`src/rtl/err_pos_gen.sv`:
```
// err_pos_gen: draws T distinct error positions in 0..N-1 from an upstream PRNG.
// Each candidate is requested, waited for, range-checked, scanned against the
// positions already accepted in this run, and handed downstream on a
// valid/ready port. Out-of-range and duplicate candidates are counted and
// redrawn.

`ifndef PRNG_TYP_W
`define PRNG_TYP_W 2
`endif
`ifndef PRNG_DAT_W
`define PRNG_DAT_W 32
`endif

module err_pos_gen #(
    parameter int N        = 2048,
    parameter int T        = 27,
    parameter int POS_W    = 11,
    parameter int PRNG_LAT = 6
) (
    input  logic                   clk,
    input  logic                   rst_b,
    input  logic                   start,
    output logic [`PRNG_TYP_W-1:0] prng_typ_sel,
    input  logic [`PRNG_DAT_W-1:0] prng_r_dat,
    output logic [POS_W-1:0]       pos_dat,
    output logic                   pos_valid,
    input  logic                   pos_ready,
    output logic                   busy,
    output logic                   done,
    output logic [15:0]            rej_cnt
);

    localparam int CNT_W  = $clog2(T + 1);
    localparam int WAIT_W = (PRNG_LAT > 1) ? $clog2(PRNG_LAT) : 1;

    localparam logic [POS_W:0]            N_L       = N[POS_W:0];
    localparam logic [CNT_W-1:0]          T_LAST    = CNT_W'(T - 1);
    localparam logic [WAIT_W-1:0]         WAIT_LAST = WAIT_W'(PRNG_LAT - 1);
    localparam logic [`PRNG_TYP_W-1:0]    TYP_HALT  = '0;
    localparam logic [`PRNG_TYP_W-1:0]    TYP_GEN   = 1;

    typedef enum logic [2:0] {
        IDLE,
        REQ,
        WAIT,
        CHECK,
        EMIT
    } state_t;

    state_t            state;
    state_t            state_nxt;
    logic [CNT_W-1:0]  acc_cnt;
    logic [CNT_W-1:0]  chk_idx;
    logic [WAIT_W-1:0] wait_cnt;
    logic [POS_W-1:0]  cand;
    logic [POS_W-1:0]  list [T];

    logic out_of_range;
    logic list_empty;
    logic is_match;
    logic scan_last;
    logic last_wait;
    logic chk_reject;
    logic chk_pass;
    logic xfer;
    logic run_end;

    // Only the low POS_W bits of the PRNG word form a candidate.
    if (POS_W < `PRNG_DAT_W) begin : g_prng_hi
        logic prng_hi_unused;
        assign prng_hi_unused = ^prng_r_dat[`PRNG_DAT_W-1:POS_W];
    end

    assign out_of_range = ({1'b0, cand} >= N_L);
    assign list_empty   = (acc_cnt == '0);
    assign is_match     = (list[chk_idx] == cand);
    assign scan_last    = (chk_idx == acc_cnt - 1'b1);
    assign last_wait    = (wait_cnt == WAIT_LAST);
    assign run_end      = (acc_cnt == T_LAST);
    assign xfer         = (state == EMIT) && pos_ready;

    // A candidate is rejected on range first, then on the first matching entry;
    // it passes once the last live entry has been compared without a match.
    assign chk_reject = (state == CHECK) && (out_of_range || (!list_empty && is_match));
    assign chk_pass   = (state == CHECK) && !out_of_range
                        && (list_empty || (!is_match && scan_last));

    assign pos_dat = cand;

    // State register.
    always_ff @(posedge clk) begin
        // NOTE: non-blocking (<=) in clocked blocks so every flop samples pre-edge values.
        if (rst_b) state <= IDLE;
        else       state <= state_nxt;
    end

    // Next-state decode.
    always_comb begin
        // NOTE: default first so every path assigns state_nxt and no latch is inferred.
        state_nxt = state;
        case (state)
            IDLE:    if (start) state_nxt = REQ;
            REQ:     state_nxt = WAIT;
            WAIT:    if (last_wait) state_nxt = CHECK;
            CHECK: begin
                if (chk_reject)    state_nxt = REQ;
                else if (chk_pass) state_nxt = EMIT;
            end
            EMIT:    if (pos_ready) state_nxt = run_end ? IDLE : REQ;
            default: state_nxt = IDLE;
        endcase
    end

    // Moore/Mealy outputs; valid and done are masked while reset aborts the run.
    always_comb begin
        prng_typ_sel = TYP_HALT;
        pos_valid    = 1'b0;
        done         = 1'b0;
        busy         = 1'b1;
        case (state)
            IDLE:    busy = 1'b0;
            REQ:     prng_typ_sel = TYP_GEN;
            EMIT: begin
                pos_valid = !rst_b;
                done      = pos_ready && run_end && !rst_b;
            end
            default: ;
        endcase
    end

    // Run counters, wait timer, scan index and the latched candidate.
    always_ff @(posedge clk) begin
        if (rst_b) begin
            acc_cnt  <= '0;
            rej_cnt  <= '0;
            wait_cnt <= '0;
            chk_idx  <= '0;
            cand     <= '0;
        end else begin
            case (state)
                IDLE: begin
                    if (start) begin
                        acc_cnt <= '0;
                        rej_cnt <= '0;
                    end
                end
                REQ:  wait_cnt <= '0;
                WAIT: begin
                    wait_cnt <= wait_cnt + 1'b1;
                    if (last_wait) begin
                        cand    <= prng_r_dat[POS_W-1:0];
                        chk_idx <= '0;
                    end
                end
                CHECK: begin
                    if (chk_reject) begin
                        if (rej_cnt != 16'hFFFF) rej_cnt <= rej_cnt + 16'd1;
                    end else if (!chk_pass) begin
                        chk_idx <= chk_idx + 1'b1;
                    end
                end
                EMIT: if (pos_ready) acc_cnt <= acc_cnt + 1'b1;
                default: ;
            endcase
        end
    end

    // Accepted-position list; only entries below acc_cnt are ever compared.
    always_ff @(posedge clk) begin
        // NOTE: memory is deliberately not reset; acc_cnt alone defines which entries are live.
        if (!rst_b && xfer) list[acc_cnt] <= cand;
    end

endmodule

```
`config.mk`:
```
export PLATFORM = sky130hd
export DESIGN_NAME = err_pos_gen
export DESIGN_NICKNAME = d
export VERILOG_FILES = /design/src/rtl/err_pos_gen.sv
export SDC_FILE = /design/constraint.sdc
export NUM_CORES = 1
export LEC_CHECK = 0
export ABC_AREA = 1
export CORE_MARGIN = 3
export CORE_UTILIZATION = 30
export DETAILED_ROUTE_END_ITERATION = 8
export PLACE_DENSITY = 0.55
export SLEW_MARGIN = 10
export SYNTH_ARGS = -nofsm -noshare
export SYNTH_HDL_FRONTEND = slang
export SYNTH_SLANG_ARGS = --single-unit
```
`constraint.sdc`:
```
create_clock -name clk -period 5 [get_ports clk]
set_clock_uncertainty 0.1 [all_clocks]
set_input_delay 0.5 -clock clk [delete_from_list [all_inputs] [get_ports clk]]
set_output_delay 0.5 -clock clk [all_outputs]
set_load 0.03 [all_outputs]
```
==> results of run 1 <==
-- logic make-up (layout without fill, tap and decap cells) --
kind of cell / Yosys count / in the layout / share of synthesized area (%)
AOI/OAI and AO/OA: 102 / 102 / 3.61
xor gates and xnor gates: 23 / 23 / 1.35
adders and majority gates: 9 / 9 / 0.756
buffers and inverters: 142 / 227 / 4.41
DFF: 345 / 345 / 66.3
other: 1 / 1 / 0.0252
and+or+nand+nor: 844 / 844 / 23.5
-- through the flow --
step                      setup slack, ns  cell area [um^2]
after CTS                            1.47             17300
after global placement               1.46             16200
after detailed placement             1.47             16200
after global routing                0.927             17300
final                                1.34             17300
after floorplan                      2.08             14900
-- power breakdown --
| part | internal, W | switching, W | total, W |
|---|---|---|---|
| Sequential | 0.00311 | 0.0000374 | 0.00315 |
| Clock | 0.00141 | 0.00106 | 0.00247 |
| Combinational | 0.000217 | 0.000442 | 0.000659 |
| Total | 0.00474 | 0.00154 | 0.00628 |
-- metal layers --
layer  share of wire [%]  GRT usage, %  vias up
met5                   0             0        -
met3                 5.7          2.46       76
met1                  46          20.8     5071
met4                 3.2          5.16        0
li1                    -             -     5077
met2                  45          23.0      274
-- registers in the layout, indices dropped and copies added, names as in the netlist, named ones only --
name,count
acc_cnt,5
chk_idx,5
pos_dat,11
rej_cnt,16
wait_cnt,3
state,3
list,297
-- cells in the mapped netlist --
cell type	n
a211oi_1	3
a21oi_1	56
buf_1	4
buf_2	34
buf_4	7
buf_6	7
clkbuf_1	21
clkinv_1	3
conb_1	1
dfxtp_1	48
edfxtp_1	297
ha_1	9
inv_1	62
inv_2	3
inv_4	1
nand2_1	497
nand2_2	1
nand2_4	1
nand3_1	209
nand3_2	2
nand3b_1	2
nand4_1	4
nor2_1	110
nor3_1	10
nor3b_1	4
nor4_1	2
o211ai_1	7
o21a_1	1
o21ai_0	25
o21ai_1	10
or2_2	2
xnor2_1	8
xor2_1	15
-- cell type report --
cell class                      count  area share (%)
Clock buffer                       54            5.74
Clock inverter                      7           0.326
Inverter                           69            1.52
Multi-Input combinational cell    979            25.3
Sequential cell                   345            57.3
Tap cell                          664            4.82
Timing Repair Buffer               97            5.02
-- worst paths after layout --
path	start	end	slack, ns	cells after the start
setup / recovery	flop	rej_cnt[1]	1.34	15
hold / removal	wait_cnt[2]	wait_cnt[2]	0.41	2
setup reg to reg	flop	rej_cnt[1]	1.34	15
hold reg to reg	wait_cnt[2]	wait_cnt[2]	0.41	2
-- worst reg2reg max path: stages, from the launching register on --
cell	delay, ns
dfxtp_1	0.36
clkinv_1	0.94
nand3_1	0.52
nand3_1	0.12
nand3_1	0.18
nand3_1	0.11
nand2_1	0.08
nand2_1	0.05
nor2_1	0.13
nand3_2	0.21
nand2_4	0.25
nand2_2	0.25
clkinv_1	0.12
nand2_1	0.05
nand2_1	0.05
nor2_1	0.04
==> impl_metrics.py, run 1 <==
metrics = {
    "synth": {
        "yosys.area.top_type": "edfxtp_1",
        "syn_inst": 1466,
        "syn-num-nets": 1511,
        "synth-seq-area-share_pct": 66.3,
        "post_synth_instance_area_um2": 14900,
        "synth_area_per_cell_um2": 10.2,
        "ys_seq_elements": 345,
        "synth_top_area_share_pct": 59.9,
        "yosysUniqueCellTypes": 33,
        "ys_warn_count": 0,
        "synth.area.top_cells": "edfxtp_1 60%, nand2_1 13%, nand3_1 7.0%",
    },
    "finish": {
        "final_core_utilization_pct": 35.2,
        "layout.cells.most_common_list": "497 x nand2_1, 297 x edfxtp_1, 209 x nand3_1",
        "layout.area.seq_um2": 9880,
        "synthToLayoutAreaGrowth_pct": 15.8,
        "layout-drive-gt1-share_pct": 6.77,
        "multiInputGateArea_um2": 4360,
        "layoutNonFillerInstCount": 2215,
        "finalNetCount": 1573,
        "fillCellCount": 4884,
        "antenna_cells": 0,
        "layout.cells.most_common": "nand2_1",
    },
    "critical_path": {
        "arrival_ns": 3.98,
        "crit_fanout": 30,
        "worst_path_max_delay_cell": "clkinv_1",
        "timing.critical_path.from_type": "flop",
        "worstPathCellList": "clkinv_1 -> nand3_1 -> nand3_1 -> nand3_1 -> nand3_1 -> nand2_1 -> nand2_1 -> nor2_1 -> nand3_2 -> nand2_4 -> nand2_2 -> clkinv_1 -> nand2_1 -> nand2_1 -> nor2_1",
        "critPathRequiredTime_ns": 5.31,
        "capturing_element_type_of_the_critical_path": "flop",
        "setup.worst_path.class": "reg -> reg",
        "cp_buf_inv_count": 2,
        "cp_top_family": "simple AND/OR/NAND/NOR gates",
        "critPathMaxStageDelay_ns": 0.94,
    },
    "placement": {
        "number_of_placed_instances_with_taps_included": 2154,
        "port-buffer-count": 45,
        "place.detailed.hpwl_um": 23500,
        "place.gp.congestion": 0.884,
    },
    "timing": {
        "min_period_ns": 3.66,
        "worst_pin_slew_ns": 1.22,
        "setup-violations-final": 0,
        "relSlewSlack_pct": 18.1,
        "worst_hold_margin_ns": 0.405,
        "fmaxAchievable_mhz": 273,
        "number_of_hold_slack_violations_in_the_final_timing_report": 0,
        "layout_worst_path_cycle_share_pct": 73.2,
        "timing_max_transition_violations_final": 0,
        "tns_ns": 0,
        "setup_repair_after_global_routing_missed_its_margin": "no",
    },
    "power": {
        "power.leakage_nw": 6.39,
        "fin_total_pwr_w": 0.00628,
        "peakVddDrop_mv": 0.277,
        "power_per_cell_area_nw_per_um2": 364,
    },
    "cts": {
        "cts_hold_buffers": 0,
        "cts-root-buf": "clkbuf_16",
        "cts_post_setup_buffers_inserted": 0,
        "htree_levels": 2,
        "numCtsBuffers": 36,
        "clk_latency_ns": 0.52,
        "clk_pin_slew_ns": 0.06,
        "cts_max_path_buffers": 3,
        "cts.sink_count": 345,
        "tritoncts": "yes",
        "cts-resized-gates": 0,
    },
    "global_routing": {
        "pin_count_of_the_biggest_net_entering_global_routing": 144,
        "grt_first_pass_wirelength_um": 59900,
        "grt_remaining_overflow": 0,
        "track_usage_pct": 14.7,
        "grt_antenna_before_repair": 0,
        "grt_pass1_vias": 10100,
    },
    "routing": {
        "route.detailed.drc": 0,
        "wire_per_inst_um": 17.7,
        "antenna_violating_nets_post_route": 0,
        "first_pass_iters": 6,
        "detail_route.wirelength_um": 39200,
        "dr_total_vias": 10500,
        "drt-vias-per-instance": 4.74,
        "drt_first_iter_violations": 785,
    },
    "flow_run": {
        "max_cap_violations": 0,
    },
    "floorplanning": {
        "die_outline_area_um2": 52400,
        "pin_count": 68,
        "design.core.area_um2": 49000,
        "floorplan.initialDensity_pct": 30.4,
        "die_height_um": 229,
        "floorplan.die.width_um": 229,
        "rows": 81,
    },
    "outcome": {
        "status": "complete, no violations",
    },
    "worst_hold_path": {
        "hold_path_class": "reg -> reg",
    },
}
Note: power is estimated with default switching activity, not from simulation.
==> run 2: changes to the inputs <==
Clock period 5 ns to 3.5 ns, I/O delays scaled along.
==> run 2 against run 1 <==
  * Worst setup slack got worse by 1.1 ns
  * Fmax rose by 14%
  * Worst hold slack got worse by 0.026 ns
  * Largest cell class unchanged
  * Sequential cell count did not move
  * Utilization rose by 0.63 points
  * Clock-buffer cell count fell by 4
==> impl_metrics.py, run 2 (synthesis results as in run 1) <==
metrics = {
    "cts": {
        "cts.sink_count": 345,
        "clk_latency_ns": 0.54,
        "numCtsBuffers": 37,
        "cts-root-buf": "clkbuf_16",
        "htree_levels": 2,
        "clk_pin_slew_ns": 0.06,
        "cts_max_path_buffers": 3,
        "tritoncts": "yes",
        "cts_hold_buffers": 0,
        "cts-resized-gates": 0,
        "cts_post_setup_buffers_inserted": 0,
    },
    "floorplanning": {
        "die_outline_area_um2": 52400,
        "rows": 81,
        "pin_count": 68,
        "floorplan.initialDensity_pct": 30.4,
        "floorplan.die.width_um": 229,
        "die_height_um": 229,
        "design.core.area_um2": 49000,
    },
    "timing": {
        "number_of_hold_slack_violations_in_the_final_timing_report": 0,
        "setup-violations-final": 0,
        "worst_pin_slew_ns": 0.789,
        "fmaxAchievable_mhz": 311,
        "layout_worst_path_cycle_share_pct": 91.9,
        "timing_max_transition_violations_final": 0,
        "min_period_ns": 3.22,
        "relSlewSlack_pct": 47.3,
        "tns_ns": 0,
        "setup_repair_after_global_routing_missed_its_margin": "no",
        "worst_hold_margin_ns": 0.379,
    },
    "global_routing": {
        "grt_remaining_overflow": 0,
        "pin_count_of_the_biggest_net_entering_global_routing": 75,
        "grt_pass1_vias": 9927,
        "grt_antenna_before_repair": 0,
        "track_usage_pct": 15.0,
        "grt_first_pass_wirelength_um": 60800,
    },
    "finish": {
        "antenna_cells": 0,
        "finalNetCount": 1587,
        "largest_register_ffs": 297,
        "layout.cells.most_common": "nand2_1",
        "most_flops_register": "list",
        "fillCellCount": 4848,
        "layout.cells.most_common_list": "497 x nand2_1, 297 x edfxtp_1, 209 x nand3_1",
        "synthToLayoutAreaGrowth_pct": 17.9,
        "layout-drive-gt1-share_pct": 8.22,
    },
    "flow_run": {
        "max_cap_violations": 0,
    },
    "worst_hold_path": {
        "hold_path_class": "in -> reg",
        "worst_hold_startpoint": "prng_r_dat[6]",
    },
    "routing": {
        "first_pass_iters": 5,
        "antenna_violating_nets_post_route": 0,
        "route.detailed.drc": 0,
        "drt_first_iter_violations": 857,
        "dr_total_vias": 10600,
        "drt-vias-per-instance": 4.74,
        "wire_per_inst_um": 18.0,
        "detail_route.wirelength_um": 40100,
    },
    "critical_path": {
        "capturing_element_type_of_the_critical_path": "flop",
        "setup.worst_path.class": "reg -> reg",
        "crit_fanout": 74,
        "critPathRequiredTime_ns": 3.83,
        "arrival_ns": 3.55,
        "timing.critical_path.from_type": "flop",
    },
    "power": {
        "power.leakage_nw": 6.56,
        "power_per_cell_area_nw_per_um2": 531,
        "peakVddDrop_mv": 0.358,
    },
    "placement": {
        "place.gp.congestion": 0.862,
        "port-buffer-count": 45,
        "place.detailed.hpwl_um": 25400,
    },
    "outcome": {
        "status": "complete, no violations",
    },
}
==> run 2: worst max-delay path, stage by stage, from the launching register on <==
cell and delay [ns]:
dfxtp_4 0.37, buf_12 0.30, buf_4 0.28, nand2_1 0.07
nand3_1 0.08, nand2_1 0.06, nand2_1 0.06, nand3_1 0.14
nand3_1 0.24, nand3_1 0.12, nand2_1 0.10, nand2_1 0.05
nor2_1 0.15, nand3_2 0.19, nand2_4 0.23, nand2_2 0.24
clkinv_1 0.11, nand2_1 0.05, nand2_1 0.05, nor2_1 0.04
==> run 2: cell type report <==
class / instances / area, um^2 / area share [%]
flip-flops and latches: 345 / 9880 / 56.3
multi-input cells: 979 / 4360 / 24.8
repair buffers: 110 / 1040 / 5.91
clock buffers: 50 / 1000 / 5.72
well taps: 664 / 831 / 4.73
inverters: 69 / 262 / 1.49
clock inverters: 17 / 176 / 1.00
==> run 2: worst paths after layout <==
| kind | to | slack [ns] | cells after the start |
|---|---|---|---|
| worst max register to register | rej_cnt[1] | 0.28 | 19 |
| worst min-delay path | pos_dat[6] | 0.38 | 3 |
| worst min register to register | wait_cnt[1] | 0.38 | 2 |
| worst max-delay path | rej_cnt[1] | 0.28 | 19 |
==> run 2: through the flow <==
step,utilization [%],instance area [um^2],power (W),cells,setup WS [ns]
final,35.9,17600,0.00932,2234,0.284
after floorplan,-,14900,0.00526,1466,0.699
after global routing,35.9,17600,0.00967,2234,0.0362
after CTS,35.9,17600,0.00939,2234,0.335
after global placement,33.5,16400,0.00554,2167,0.358
after detailed placement,33.5,16400,0.00555,2167,0.362
==> run 2: metal layers <==
| metal | routed length [um] | GRT usage [%] | part of all wire [%] | vias to the layer above |
|---|---|---|---|---|
| met3 | 2810 | 2.37 | 7.0 | 50 |
| met2 | 17800 | 23.1 | 44 | 337 |
| met5 | 0 | 0 | 0 | - |
| met1 | 18800 | 22.2 | 47 | 5094 |
| met4 | 721 | 3.55 | 1.8 | 0 |
| li1 | - | - | - | 5118 |
==> run 2: report_power, final <==
group	switching [W]	internal, W	leakage (nW)
clock network	0.00161	0.00225	0.582
logic	0.000638	0.000324	2.75
registers	0.0000587	0.00444	3.23
